**config.mk**
```make
export PLATFORM = sky130hd
export DESIGN_NAME = spi_slave_fifo
export DESIGN_NICKNAME = d
export VERILOG_FILES = /design/src/rtl/spi_slave_fifo.sv
export SDC_FILE = /design/constraint.sdc
export NUM_CORES = 1
export LEC_CHECK = 0
export BUFFER_PORTS_ARGS = -buffer_cell sky130_fd_sc_hd__buf_2
export CAP_MARGIN = 20
export CORE_MARGIN = 2
export CORE_UTILIZATION = 45
export DETAILED_ROUTE_END_ITERATION = 16
export GPL_TIMING_DRIVEN = 0
export PLACE_DENSITY_LB_ADDON = 0.25
export SYNTH_ARGS = -nofsm -noshare
export SYNTH_HDL_FRONTEND = slang
export SYNTH_HIERARCHICAL = 1
export SYNTH_SLANG_ARGS = --single-unit
```
**constraint.sdc**
```tcl
create_clock -name clk -period 3.3 [get_ports clk]
set_clock_uncertainty 0.15 [all_clocks]
set_input_delay 0.495 -clock clk [delete_from_list [all_inputs] [get_ports clk]]
set_output_delay 0.495 -clock clk [all_outputs]
set_load 0.1 [all_outputs]
```
**src/rtl/spi_slave_fifo.sv**
```systemverilog
// spi_slave_fifo: oversampled SPI slave (runtime CPOL/CPHA) with TX/RX FWFT FIFOs.
// Rev 1.0
`default_nettype none

module spi_slave_fifo_buf #(
  parameter int WIDTH = 8,
  parameter int DEPTH = 4
) (
  input  logic                       clk,
  input  logic                       reset,
  input  logic                       push,
  input  logic [WIDTH-1:0]           push_data,
  input  logic                       pop,
  output logic [WIDTH-1:0]           head,
  output logic [$clog2(DEPTH+1)-1:0] count,
  output logic                       full,
  output logic                       empty
);
  localparam int LW = $clog2(DEPTH+1);
  localparam int PW = $clog2(DEPTH);

  logic [WIDTH-1:0] r_mem [DEPTH];
  logic [PW-1:0]    r_wr_ptr, r_rd_ptr;
  logic [LW-1:0]    r_count;
  logic             w_do_push, w_do_pop;

  assign full      = (r_count == LW'(DEPTH));
  assign empty     = (r_count == '0);
  assign w_do_pop  = pop && !empty;
  // A full FIFO still accepts a push when a pop frees the slot in the same cycle.
  assign w_do_push = push && (!full || w_do_pop);
  assign head      = empty ? '0 : r_mem[r_rd_ptr];
  assign count     = r_count;

  always_ff @(posedge clk) begin
    if (w_do_push) r_mem[r_wr_ptr] <= push_data;
  end

  always_ff @(posedge clk or negedge reset) begin
    if (!reset) begin
      r_wr_ptr <= '0;
      r_rd_ptr <= '0;
      r_count  <= '0;
    end else begin
      if (w_do_push) r_wr_ptr <= r_wr_ptr + 1'b1;
      if (w_do_pop)  r_rd_ptr <= r_rd_ptr + 1'b1;
      case ({w_do_push, w_do_pop})
        2'b10:   r_count <= r_count + 1'b1;
        2'b01:   r_count <= r_count - 1'b1;
        default: r_count <= r_count;
      endcase
    end
  end
endmodule

module spi_slave_fifo #(
  parameter int WIDTH       = 8,
  parameter int DEPTH       = 4,
  parameter bit LSB_FIRST   = 1'b0,
  parameter int SYNC_STAGES = 2
) (
  input  logic                       clk,
  input  logic                       reset,
  input  logic [1:0]                 mode,
  input  logic                       sclk,
  input  logic                       ss_n,
  input  logic                       mosi,
  output logic                       miso,
  output logic                       miso_oe,
  input  logic [WIDTH-1:0]           tx_data,
  input  logic                       tx_valid,
  output logic                       tx_ready,
  output logic [WIDTH-1:0]           rx_data,
  output logic                       rx_valid,
  input  logic                       rx_ready,
  output logic [$clog2(DEPTH+1)-1:0] tx_level,
  output logic [$clog2(DEPTH+1)-1:0] rx_level,
  output logic                       tx_underrun,
  output logic                       rx_overrun,
  output logic                       frame_err,
  input  logic                       clr_flags
);
  localparam int CW = (WIDTH > 2) ? $clog2(WIDTH) : 1;

  logic [SYNC_STAGES-1:0] r_sclk_sync, r_ss_sync, r_mosi_sync;
  logic                   r_sclk_d, r_ss_d;
  logic [1:0]             r_mode;
  logic [CW-1:0]          r_cnt;
  logic [WIDTH-1:0]       r_tx_sr, r_rx_sr;
  logic                   r_miso, r_frame_err, r_underrun, r_overrun;

  logic w_sclk, w_ss, w_mosi, w_ss_fall, w_ss_rise, w_active;
  logic w_rise, w_fall, w_lead, w_trail, w_sample, w_shift, w_last;
  logic w_word_start, w_start_cpha, w_underrun_set, w_overrun_set;
  logic w_tx_push, w_tx_full, w_tx_empty, w_rx_push, w_rx_pop, w_rx_full, w_rx_empty;
  logic [WIDTH-1:0] w_tx_head, w_tx_word, w_rx_word;

  function automatic logic out_bit(input logic [WIDTH-1:0] x);
    return LSB_FIRST ? x[0] : x[WIDTH-1];
  endfunction

  function automatic logic [WIDTH-1:0] shift_out(input logic [WIDTH-1:0] x);
    return LSB_FIRST ? (x >> 1) : (x << 1);
  endfunction

  always_ff @(posedge clk or negedge reset) begin
    if (!reset) begin
      r_sclk_sync <= '0;
      r_ss_sync   <= '1;
      r_mosi_sync <= '0;
      r_sclk_d    <= 1'b0;
      r_ss_d      <= 1'b1;
    end else begin
      r_sclk_sync <= {r_sclk_sync[SYNC_STAGES-2:0], sclk};
      r_ss_sync   <= {r_ss_sync[SYNC_STAGES-2:0], ss_n};
      r_mosi_sync <= {r_mosi_sync[SYNC_STAGES-2:0], mosi};
      r_sclk_d    <= r_sclk_sync[SYNC_STAGES-1];
      r_ss_d      <= r_ss_sync[SYNC_STAGES-1];
    end
  end

  assign w_sclk    = r_sclk_sync[SYNC_STAGES-1];
  assign w_ss      = r_ss_sync[SYNC_STAGES-1];
  assign w_mosi    = r_mosi_sync[SYNC_STAGES-1];
  assign w_ss_fall = !w_ss && r_ss_d;
  assign w_ss_rise = w_ss && !r_ss_d;
  assign w_active  = !w_ss && !r_ss_d;
  assign w_rise    = w_sclk && !r_sclk_d;
  assign w_fall    = !w_sclk && r_sclk_d;
  assign w_lead    = w_active && (r_mode[1] ? w_fall : w_rise);
  assign w_trail   = w_active && (r_mode[1] ? w_rise : w_fall);
  assign w_sample  = r_mode[0] ? w_trail : w_lead;
  // With CPHA=0 the trailing edge after the last sample must not disturb the freshly loaded word.
  assign w_shift   = r_mode[0] ? w_lead : (w_trail && (r_cnt != '0));
  assign w_last    = w_sample && (r_cnt == CW'(WIDTH-1));

  assign w_word_start = w_ss_fall || w_last;
  assign w_start_cpha = w_ss_fall ? mode[0] : r_mode[0];
  assign w_tx_word    = w_tx_empty ? '0 : w_tx_head;
  assign w_rx_word    = LSB_FIRST ? {w_mosi, r_rx_sr[WIDTH-1:1]} : {r_rx_sr[WIDTH-2:0], w_mosi};

  assign w_tx_push      = tx_valid && !w_tx_full;
  assign w_rx_pop       = rx_ready && !w_rx_empty;
  assign w_rx_push      = w_last && (!w_rx_full || rx_ready);
  assign w_underrun_set = w_word_start && w_tx_empty;
  assign w_overrun_set  = w_last && w_rx_full && !rx_ready;

  always_ff @(posedge clk or negedge reset) begin
    if (!reset) begin
      r_mode      <= 2'b00;
      r_cnt       <= '0;
      r_tx_sr     <= '0;
      r_rx_sr     <= '0;
      r_miso      <= 1'b0;
      r_frame_err <= 1'b0;
      r_underrun  <= 1'b0;
      r_overrun   <= 1'b0;
    end else begin
      r_frame_err <= w_ss_rise && (r_cnt != '0);
      if (w_ss_fall) r_mode <= mode;
      if (w_ss_rise) begin
        r_cnt  <= '0;
        r_miso <= 1'b0;
      end else begin
        if (w_sample) begin
          r_rx_sr <= w_rx_word;
          r_cnt   <= w_last ? '0 : r_cnt + 1'b1;
        end
        if (w_word_start) begin
          if (!w_start_cpha) begin
            r_miso  <= out_bit(w_tx_word);
            r_tx_sr <= shift_out(w_tx_word);
          end else begin
            r_tx_sr <= w_tx_word;
          end
        end else if (w_shift) begin
          r_miso  <= out_bit(r_tx_sr);
          r_tx_sr <= shift_out(r_tx_sr);
        end
      end
      // A set event in the same cycle as clr_flags takes priority.
      if (w_underrun_set)  r_underrun <= 1'b1;
      else if (clr_flags)  r_underrun <= 1'b0;
      if (w_overrun_set)   r_overrun  <= 1'b1;
      else if (clr_flags)  r_overrun  <= 1'b0;
    end
  end

  spi_slave_fifo_buf #(.WIDTH(WIDTH), .DEPTH(DEPTH)) u_tx_fifo (
    .clk       (clk),
    .reset     (reset),
    .push      (w_tx_push),
    .push_data (tx_data),
    .pop       (w_word_start),
    .head      (w_tx_head),
    .count     (tx_level),
    .full      (w_tx_full),
    .empty     (w_tx_empty)
  );

  spi_slave_fifo_buf #(.WIDTH(WIDTH), .DEPTH(DEPTH)) u_rx_fifo (
    .clk       (clk),
    .reset     (reset),
    .push      (w_rx_push),
    .push_data (w_rx_word),
    .pop       (w_rx_pop),
    .head      (rx_data),
    .count     (rx_level),
    .full      (w_rx_full),
    .empty     (w_rx_empty)
  );

  assign miso        = r_miso;
  assign miso_oe     = !w_ss;
  assign tx_ready    = !w_tx_full;
  assign rx_valid    = !w_rx_empty;
  assign tx_underrun = r_underrun;
  assign rx_overrun  = r_overrun;
  assign frame_err   = r_frame_err;
endmodule

`default_nettype wire

```
==> results of run 1 <==
power breakdown:
group / internal [mW] / switching (mW)
combinational: 0.709 / 1.58
clock: 0.309 / 0.508
sequential: 1.73 / 0.168
total: 2.75 / 2.25
per-layer routing:
layer | vias up | track usage [%] | routed length (µm)
met5 | - | 0 | 0
met3 | 13 | 2.690 | 300
li1 | 1346 | - | -
met4 | 0 | 5.495 | 127
met1 | 1383 | 22.12 | 3964
met2 | 59 | 23.11 | 3778
flip-flops by register name (all words and copies together), names as in the netlist:
signal              cells
frame_err               1
miso                    1
r_cnt                   3
r_mode                  2
r_mosi_sync             2
r_rx_sr                 7
r_sclk_d                1
r_sclk_sync             2
r_ss_d                  1
r_ss_sync               2
r_tx_sr                 8
rx_overrun              1
tx_underrun             1
u_rx_fifo/count         3
u_rx_fifo/r_mem        32
u_rx_fifo/r_rd_ptr      2
u_rx_fifo/r_wr_ptr      2
u_tx_fifo/count         3
u_tx_fifo/r_mem        32
u_tx_fifo/r_rd_ptr      2
u_tx_fifo/r_wr_ptr      2
logic make-up after synthesis:
family / after synthesis / share of synthesized area (%)
XOR/XNOR: 11 / 1.945
multiplexers: 38 / 12.23
AO/OA/AOI/OAI: 43 / 6.669
adder cells (fa/ha/maj): 13 / 3.587
AND/OR/NAND/NOR: 78 / 9.068
flip-flops: 110 / 62.11
buffers and inverters: 52 / 4.395
worst max-delay path, delay by kind of cell, from the launching register on:
kind / cells / cell delay [ps]
buffers and inverters: 1 / 220
adders and majority gates: 1 / 420
xor gates and xnor gates: 1 / 240
and+or+nand+nor: 3 / 360
DFF: 1 / 460
muxes: 1 / 350
AOI/OAI and AO/OA: 4 / 650
cells in the mapped netlist (3+ instances only):
master | count | share of area (%)
and2_1 | 16 | 2.0
xnor2_1 | 6 | 1.1
mux2_2 | 8 | 1.8
inv_1 | 35 | 2.7
o22a_1 | 7 | 1.2
mux2i_1 | 10 | 2.0
nand2_1 | 7 | 0.53
nand2b_1 | 4 | 0.51
mux4_2 | 16 | 7.3
nand3_1 | 9 | 0.91
and2_2 | 8 | 1.2
o32ai_1 | 3 | 0.53
xor2_1 | 5 | 0.88
dfrtp_1 | 43 | 22
a21oi_1 | 9 | 0.91
edfxtp_1 | 64 | 39
ha_1 | 11 | 2.8
dfstp_2 | 3 | 1.6
o21ai_0 | 5 | 0.51
buf_2 | 6 | 0.61
nor2_1 | 8 | 0.61
nor3_1 | 8 | 0.81
clkbuf_1 | 7 | 0.53
o211ai_1 | 5 | 0.76
nor2b_1 | 7 | 0.88
final cells by class:
| cell class | count | share of cell area, % |
|---|---|---|
| Sequential cell | 110 | 55.37 |
| Clock inverter | 7 | 1.509 |
| Multi-Input combinational cell | 183 | 29.93 |
| Timing Repair Buffer | 40 | 3.963 |
| Tap cell | 140 | 3.152 |
| Inverter | 36 | 2.432 |
| Buffer | 15 | 1.419 |
| Clock buffer | 9 | 2.229 |
path summary, 6_finish.rpt:
path | from | to | slack, ps | cells past startpoint
worst min-delay path | ss_n | r_ss_sync[0] | 60 | 1
min in group asynchronous | reset | u_rx_fifo/r_rd_ptr[1] | 360 | 2
worst max register to register | r_mode[1] | u_rx_fifo/count[1] | 350 | 11
worst max-delay path | r_mode[1] | u_rx_fifo/count[1] | 350 | 11
max in group asynchronous | reset | r_ss_sync[1] | 2080 | 3
worst min register to register | r_ss_sync[0] | r_ss_sync[1] | 210 | 0
timing repair:
item	CTS	global route
endpoints found under the hold margin	0	10
resized for setup	0	1
endpoints found under the setup margin	0	3
hold buffers	0	1
==> results.md, run 1 <==
- The flow ran to the end, and the final reports show no timing, DRC or antenna violations.
- The die width is 108.9 µm.
- Input and output buffers added on the ports amount to 38.
- The peak supply drop is 0.7142 mV.
- The post-route standard cell area excluding fillers is 5557 µm².
- Power spread over the standard cell area amounts to 900.6 nW/µm².
- The number of hold violations in the final report is 0.
- The clock tree from TritonCTS is yes.
- The first-pass detailed-route iteration total is 4.
- The final max-slew violation count is 0.
- The detail-routed via count per cell is 5.187.
- The area of all sequential standard cells is 3077 µm².
- The number of flops mapped to enable cells by yosys is 64.
- The async set or reset register ratio after synthesis is 41.82%.
- The most used flip-flop cell after synthesis is edfxtp_1.
- Across all layers, the routed design uses 2,801 vias.
- The floorplan step defined a die boundary enclosing 11,860 µm².
- The clock sink total is 110.
- The final-layout fill cell count is 924.
- The root buffer cell chosen for the clock tree is clkbuf_8.
- The area of the mapped netlist is 4954 µm².
- The final worst-path cycle share is 89.30%.
- Dividing the detail-routed wire length by the instance count gives 15.13 µm.
- The H-tree depth reported by CTS is 3.
- The placer congestion estimate is 0.7451.
- After the first detailed-routing iteration, the DRC count stood at 125.
- The signal on the critical path passes through xor2_1, mux2i_2, nand3_1, a21oi_1, buf_2, nor2b_1, nand2_1, fa_1, o21ba_2, o211ai_1, a22oi_1.
- The area occupied by multi-input gates is 1663 µm².
- Excluding fillers, the count of instances in the completed layout stands at 540.
- The critical path is of the reg2reg type.
- After detailed routing, the total wire length is 8171 µm.
- After synthesis, the mean cell area works out to 14.36 µm².
- The count of inserted antenna diode cells is 0.
- After clock tree synthesis, the setup repair step added 0 buffers.
- In this run the deepest clock path goes through 2 buffers.
- The number of antenna violations at the first check in global routing is 0.
- Summed over all failing endpoints, the final setup total negative slack is 0 ps.
- Entering global routing, the biggest net connects 47 pins.
- The worst relative slew slack is 48.76%.
- 39 I/O pins were placed.
- The worst setup path is captured at a flip-flop.
- The placed cell area is 5319 µm².
- The initial utilization of the core area, before any placement, comes to 45.90%.
- Summing the sequential cell areas from Yosys gives 62.11% of the chip area.
- The achievable clock frequency is 339.3 MHz.
- The residual antenna-violating net count after detailed routing is 0.
- After legalization and detailed placement, the total HPWL measured 5527 µm.
- The number of clock buffers added by TritonCTS is 9.
- The total number of placement rows is 38.
- The synthesized design contains 110 register bits.
- The synthesis-to-finish area growth is 12.17%.
- The library cell used most frequently in the layout, excluding fill and tap cells, is edfxtp_1.
- The total core area is 10,790 µm².
- For this run, design rule violations remaining after detail routing come to 0.
- In this run the vertical extent of the chip is 108.9 µm.
- Hold is met by 59.68 ps.
- For this run, the slowest stage of the critical path takes 460 ps.
- The leakage dissipation is 2.245 nW.
- The via count of the first global-routing pass is 2,776.
- The design draws 5.004 mW.
- Setup violations remaining at the end of the flow were counted as 0.
- The top fanout value on the critical path is 9.
- At the later pin of the worst-skew pair, clock insertion delay measures 370 ps.
- Clock-pin slew was measured on the worst setup and hold paths at 110 ps.
- For this run, the post-layout net count is 426.
- The worst endpoint required time is 3440 ps.
- The total congestion overflow is 0.
- Global routing used 15.23% of the available tracks.
- The first global-routing pass estimated 13,730 µm of wire.
- In this run, distinct cell masters in the synthesized netlist total 48.
- The instance count of the mapped netlist is 345.
- The worst setup margin is 353.1 ps.
- The worst hold-check path type is in2reg.
- Data on the critical path arrives at its endpoint at 3090 ps.
- The worst path needs 2947 ps of the cycle, external delays included.
- Counting every net in the synthesized netlist gives 376.
- In the layout the commonest cells are edfxtp_1, buf_2, dfrtp_1.
- For the pin with the worst max-slew slack, the measured transition is 753.7 ps.
- In this run, placement finished with an instance count of 523.
- Setup repair after global routing left no endpoint under its margin.
- The cell with the largest stage delay on the worst path is dfrtp_1.
- The sort of element at the start of the critical path is a flip-flop.
- Once layout is complete, the utilization of the core stands at 51.48%.
- The count of warnings emitted by yosys is 6.
- The setup slack at placement is 130.3 ps.
- The max-cap violation count is 0.
- The fraction of final layout cells with drive strength greater than 1 is 27.50%.
No activity file was read; power rests on OpenSTA's default activity.
==> inputs of run 2 (changes only) <==
- CORE_ASPECT_RATIO: default -> 0.6
==> results.md, run 2 (synthesis results as in run 1) <==
- The peak per-stage delay on the critical path is 440 ps (was 460 ps).
- The total core area was 10,630 µm² (was 10,790 µm²).
- The count of inserted antenna diode cells was 0 (unchanged).
- The amount of wire on met3 after detailed routing is 570 µm (was 300 µm).
- The number of buffers added by the clock tree synthesis step came to 9 (unchanged).
- The port buffer count is 38 (unchanged).
- The final worst-path cycle share is 90.81% (was 89.30%).
- The sum of met2 wire segment lengths after detailed routing is 3566 µm (was 3778 µm).
- The post-CTS repair timing setup buffer count is 0 (unchanged).
- The most frequent standard cell in the layout excluding fill and tap cells is edfxtp_1 (unchanged).
- The final max-slew violation count was 0 (unchanged).
- The detail-routed via count per cell came to 5.187 (about the same).
- The cell with the largest stage delay on the worst path is dfrtp_1 (unchanged).
- The power density over cell area is 949.6 nW/µm² (was 900.6 nW/µm²).
- The synthesis-to-finish area growth was 14.50% (was 12.17%).
- Largest registers in the final layout: u_rx_fifo/r_mem: 32 flops, u_tx_fifo/r_mem: 32 flops, r_tx_sr: 8 flops (unchanged).
- Outcome: completed (unchanged).
- The max-cap violation count is 0 (unchanged).
- The largest net degree at the start of global routing came to 47 (unchanged).
- The type of the worst setup path is reg2reg (unchanged).
- The critical hold path startpoint is ss_n (unchanged).
- The total power draw is 5.386 mW (was 5.004 mW).
- The total routing resource utilization after global routing was 15.43% (was 15.23%).
- RSZ-0062 raised after global routing: false (unchanged).
- The worst setup path startpoint is r_mode[1] (unchanged).
- The wire length of the first global-routing pass was 14,210 µm (was 13,730 µm).
- The sum of negative setup slack is 0 ps (unchanged).
- The number of hold violations in the final report came to 0 (unchanged).
- The critical register-to-register path startpoint is r_mode[1] (unchanged).
- The setup slack at placement was 60.07 ps (was 130.3 ps).
- The sort of element at the start of the critical path is a flip-flop (unchanged).
- The fraction of final layout cells with drive strength greater than 1 is 27.25% (was 27.50%).
- The detailed-routing wirelength on met1 is 4519 µm (was 3964 µm).
- The average routed wire per standard cell was 16.22 µm (was 15.13 µm).
- The number of design-rule violations left by the first detailed-router iteration is 189 (was 125).
- The worst endpoint required time is 3410 ps (was 3440 ps).
- The insertion delay to the later sink of the worst-skew pair came to 340 ps (was 370 ps).
- The total via count in the routed design is 2,796 (was 2,801).
- The effective utilization at floorplan is 46.59% (was 45.90%).
- The measured slew at the worst slew-check pin is 757.8 ps (was 753.7 ps).
- The arrival time at the worst endpoint is 3110 ps (was 3090 ps).
- The cell at the root of the clock tree is clkbuf_16 (was clkbuf_8).
- The critical path capture point type is a flip-flop (unchanged).
- The DRC violation count after routing is 0 (unchanged).
- The count of boundary I/O pins is 39 (unchanged).
- The residual antenna-violating net count after detailed routing was 0 (unchanged).
- The tightest hold margin is 101.0 ps (was 59.68 ps).
- The uppermost layer routed is met4 (unchanged).
- The dominant delay contributor by cell family on the critical path is compound AO/OA/AOI/OAI gates (unchanged).
- The worst-case clock buffer depth was 2 (unchanged).
- The detailed placement HPWL is 6187 µm (was 5527 µm).
- The die width was 139.5 µm (was 108.9 µm).
- The leakage dissipation was 2.303 nW (was 2.245 nW).
- The worst setup margin is 303.3 ps (was 353.1 ps).
- The floorplan die height is 85.27 µm (was 108.9 µm).
- The total buffers and inverters traversed by the critical path is 1 (unchanged).
- Series of cell instances along the critical path: xor2_1, mux2i_1, nand3_1, a21oi_1, buf_2, nor2b_1, nand2_1, fa_1, o21ba_2, o211ai_1, a22oi_1 (was xor2_1, mux2i_2, nand3_1, a21oi_1, buf_2, nor2b_1, nand2_1, fa_1, o21ba_2, o211ai_1, a22oi_1).
- Commonest cells after routing, fill and taps aside: edfxtp_1, buf_2, dfrtp_1 (unchanged).
- The worst relative slew slack is 48.48% (was 48.76%).
- The placer congestion estimate was 0.7813 (was 0.7451).
- The total die area is 11,890 µm² (was 11,860 µm²).
- The final net count is 426 (unchanged).
- The clock tree from TritonCTS is yes (unchanged).
- The total number of placement rows is 29 (was 38).
- The worst hold-check path type is in2reg (unchanged).
- The via count of the first global-routing pass is 2,802 (was 2,776).
- The total wirelength of the detailed-routed design is 8745 µm (was 8171 µm).
- The first-pass detailed-route iteration total came to 4 (unchanged).
- The post-CTS clock slew at the launch and capture registers of the worst setup and hold paths is 70 ps (was 110 ps).
- The peak supply drop is 0.6957 mV (was 0.7142 mV).
- The clock sink total came to 110 (unchanged).
- The shortest period the worst path allows is 2997 ps (was 2947 ps).
- The H-tree depth reported by CTS came to 3 (unchanged).
- The number of setup violations in the final report was 0 (unchanged).
- The achievable clock frequency is 333.7 MHz (was 339.3 MHz).
- The total congestion overflow is 0 (unchanged).
- The top fanout value on the critical path is 9 (unchanged).
- The number of antenna violations at the first check in global routing came to 0 (unchanged).
==> run 2: layout make-up <==
class | count | area [µm²]
fillers | 891 | 4960
flip-flops and latches | 110 | 3077
multi-input cells | 183 | 1659
clock buffers | 9 | 225.2
repair buffers | 40 | 220.2
well taps | 139 | 173.9
inverters | 36 | 135.1
clock inverters | 7 | 102.6
plain buffers | 15 | 78.83
==> run 2: worst register-to-register path: stages (launching register included) <==
cell and delay, ps:
dfrtp_1 440, xor2_1 210, mux2i_1 390, nand3_1 230
a21oi_1 150, buf_2 220, nor2b_1 100, nand2_1 90
fa_1 430, o21ba_2 240, o211ai_1 70, a22oi_1 180
==> run 2: final timing paths <==
kind                                      endpoint  slack (ps)  cells past startpoint
worst max-delay path            u_rx_fifo/count[1]         300                     11
worst min-delay path                  r_ss_sync[0]         100                      1
worst max register to register  u_rx_fifo/count[1]         300                     11
worst min register to register        r_ss_sync[1]         210                      0
max in group asynchronous             r_ss_sync[1]        2080                      3
min in group asynchronous       u_rx_fifo/count[1]         380                      2
==> run 2: power by group <==
group          total (mW)  internal (mW)  switching [mW]
Sequential           1.91           1.74           0.173
Combinational        2.31          0.711            1.60
Clock                1.16          0.676           0.486
==> run 2: layer usage <==
layer	up-vias	GRT usage (%)
met4	0	4.408
met1	1368	23.76
met2	77	21.57
met3	7	4.063
li1	1344	-
met5	-	0
==> run 2: repair_timing <==
action	4_1_cts	5_1_grt
resized for setup	0	0
endpoints found under the setup margin	0	2
endpoints found under the hold margin	0	6
hold buffers	0	1
==> run 2: metrics by stage <==
stage	cells	cell area, µm²	util (%)
floorplan	345	4954	-
global placement	522	5318	50.02
detailed placement	522	5318	50.02
CTS	538	5645	53.10
global route	539	5672	53.35
finish	539	5672	53.35
==> inputs of run 3 (changes only) <==
- RECOVER_POWER: default -> 50
==> results.md, run 3 (synthesis results as in run 1) <==
- Outcome: completed (unchanged).
- The fraction of final layout cells with drive strength greater than 1 is 24.50% (was 27.25%).
- The number of setup violations in the final report came to 0 (unchanged).
- The final worst-path cycle share is 90.70% (was 90.81%).
- The total number of placement rows is 29 (unchanged).
- The total core area came to 10,630 µm² (unchanged).
- The switching power total is 2.261 mW (was 2.263 mW).
- The insertion delay to the later sink of the worst-skew pair is 340 ps (about the same).
- The shortest period the worst path allows was 2993 ps (was 2997 ps).
- The leakage dissipation came to 2.272 nW (was 2.303 nW).
- The total via count in the routed design was 2,787 (was 2,796).
- The type of the worst setup path is reg2reg (unchanged).
- The cell at the root of the clock tree was clkbuf_16 (unchanged).
- The count of inserted antenna diode cells was 0 (unchanged).
- The largest net degree at the start of global routing is 47 (unchanged).
- The worst hold-check path type was in2reg (unchanged).
- The clock tree from TritonCTS is yes (unchanged).
- The floorplan die height was 85.27 µm (unchanged).
- The synthesis-to-finish area growth is 13.97% (was 14.50%).
- The measured slew at the worst slew-check pin is 1025 ps (was 757.8 ps).
- The count of boundary I/O pins came to 39 (unchanged).
- The DRC violation count after routing is 0 (unchanged).
- The post-CTS repair timing setup buffer count is 0 (unchanged).
- The first-pass detailed-route iteration total was 4 (unchanged).
- The detailed placement HPWL was 6187 µm (unchanged).
- The wire length of the first global-routing pass is 14,210 µm (unchanged).
- The worst relative slew slack came to 31.67% (was 48.48%).
- The H-tree depth reported by CTS is 3 (unchanged).
- The peak supply drop is 0.6961 mV (was 0.6957 mV).
- The final core utilization is 53.10% (was 53.35%).
- The power share of the combinational group came to 43.0% (about the same).
- The total power draw is 5.380 mW (was 5.386 mW).
- The die width is 139.5 µm (unchanged).
- The number of design-rule violations left by the first detailed-router iteration is 229 (was 189).
- The final net count is 426 (unchanged).
- Commonest cells after routing, fill and taps aside: edfxtp_1, dfrtp_1, inv_1, buf_2 (was edfxtp_1, buf_2, dfrtp_1).
- The detail-routed via count per cell is 5.171 (was 5.187).
- The sum of negative setup slack is 0 ps (unchanged).
- The effective utilization at floorplan came to 46.59% (unchanged).
- Largest registers in the final layout: u_rx_fifo/r_mem: 32 flops, u_tx_fifo/r_mem: 32 flops, r_tx_sr: 8 flops (unchanged).
- The power density over cell area was 952.9 nW/µm² (was 949.6 nW/µm²).
- The worst setup margin is 306.9 ps (was 303.3 ps).
- The clock sink total came to 110 (unchanged).
- The arrival time at the worst endpoint came to 3100 ps (was 3110 ps).
- The total routing resource utilization after global routing is 15.43% (unchanged).
- The achievable clock frequency is 334.1 MHz (was 333.7 MHz).
- The sequential share of power came to 35.5% (about the same).
- The critical path capture point type is a flip-flop (unchanged).
- The max-cap violation count came to 0 (unchanged).
- The final max-slew violation count is 0 (unchanged).
- The switching part of the total power is 42.02% (was 42.01%).
- The number of hold violations in the final report is 0 (unchanged).
- The number of antenna violations at the first check in global routing was 0 (unchanged).
- The number of buffers added by the clock tree synthesis step is 9 (unchanged).
- The most frequent standard cell in the layout excluding fill and tap cells is edfxtp_1 (unchanged).
- The total wirelength of the detailed-routed design came to 8719 µm (was 8745 µm).
- The total internal power is 3.119 mW (was 3.123 mW).
- The worst-case clock buffer depth is 2 (unchanged).
- The average routed wire per standard cell was 16.18 µm (was 16.22 µm).
- The via count of the first global-routing pass came to 2,802 (unchanged).
- The placer congestion estimate was 0.7813 (unchanged).
- The worst endpoint required time was 3410 ps (about the same).
- The relative contribution of the clock network to total power is 21.5% (was 21.6%).
- The top fanout value on the critical path came to 9 (unchanged).
- The port buffer count is 38 (unchanged).
- The setup slack at placement is 60.07 ps (unchanged).
- The total die area is 11,890 µm² (unchanged).
- The residual antenna-violating net count after detailed routing is 0 (unchanged).
- The total congestion overflow is 0 (unchanged).
- RSZ-0062 raised after global routing: false (unchanged).
- The post-CTS clock slew at the launch and capture registers of the worst setup and hold paths came to 70 ps (about the same).
- The sort of element at the start of the critical path is a flip-flop (unchanged).
run 3: cell count changes in the layout (fill, tap and decap cells not counted), sizes merged:
cell / before / now
buf: 48 / 38
clkbuf: 15 / 25
run 3: per-layer routing:
metal	up-vias	global-route usage (%)	wire (µm)
met4	0	4.408	90
li1	1347	-	-
met3	7	4.063	505
met1	1361	23.76	4518
met5	-	0	0
met2	72	21.57	3604
run 3: power groups by stage:
stage          Sequential (mW)  Clock, mW  Combinational (mW)
2_1_floorplan             2.19          0                1.63
3_3_place_gp              1.93          0                2.29
3_5_place_dp              1.94          0                2.32
4_1_cts                   1.91       1.19                2.33
5_1_grt                   1.95       1.24                2.47
6_report                  1.91       1.16                2.31
run 3: timing repair:
item | in CTS | in global routing
hold buffers | 0 | 1
hold endpoints to repair | 0 | 6
endpoints found under the setup margin | 0 | 2
resized for setup | 0 | 0
run 3: stage by stage:
stage / hold slack [ps] / area (µm²) / instances
floorplan: 49.41 / 4954 / 345
global placement: 187.6 / 5318 / 522
detailed placement: 196.3 / 5318 / 522
CTS: 88.63 / 5645 / 538
global route: 85.25 / 5645 / 539
finish: 100.9 / 5645 / 539
run 3: final cells by class:
type / instances / area (µm²)
Inverter: 36 / 135.1
Buffer: 15 / 78.83
Tap cell: 139 / 173.9
Clock buffer: 9 / 225.2
Multi-Input combinational cell: 183 / 1659
Timing Repair Buffer: 40 / 193.9
Clock inverter: 7 / 102.6
Sequential cell: 110 / 3077
Fill cell: 894 / 4986
run 3: final timing paths:
| kind | from | end | slack (ps) | depth (start not counted) |
|---|---|---|---|---|
| worst min-delay path | ss_n | r_ss_sync[0] | 100 | 1 |
| worst min register to register | r_mosi_sync[0] | r_mosi_sync[1] | 210 | 0 |
| max in group asynchronous | reset | r_rx_sr[3] | 1230 | 3 |
| worst max-delay path | r_mode[1] | u_rx_fifo/count[1] | 310 | 11 |
| min in group asynchronous | reset | u_rx_fifo/count[1] | 430 | 2 |
| worst max register to register | r_mode[1] | u_rx_fifo/count[1] | 310 | 11 |
run 3: critical path, stage by stage (launching register included):
cell      delay [ps]
dfrtp_1          440
xor2_1           210
mux2i_1          390
nand3_1          220
a21oi_1          150
buf_2            220
nor2b_1          100
nand2_1           90
fa_1             430
o21ba_2          240
o211ai_1          70
a22oi_1          180
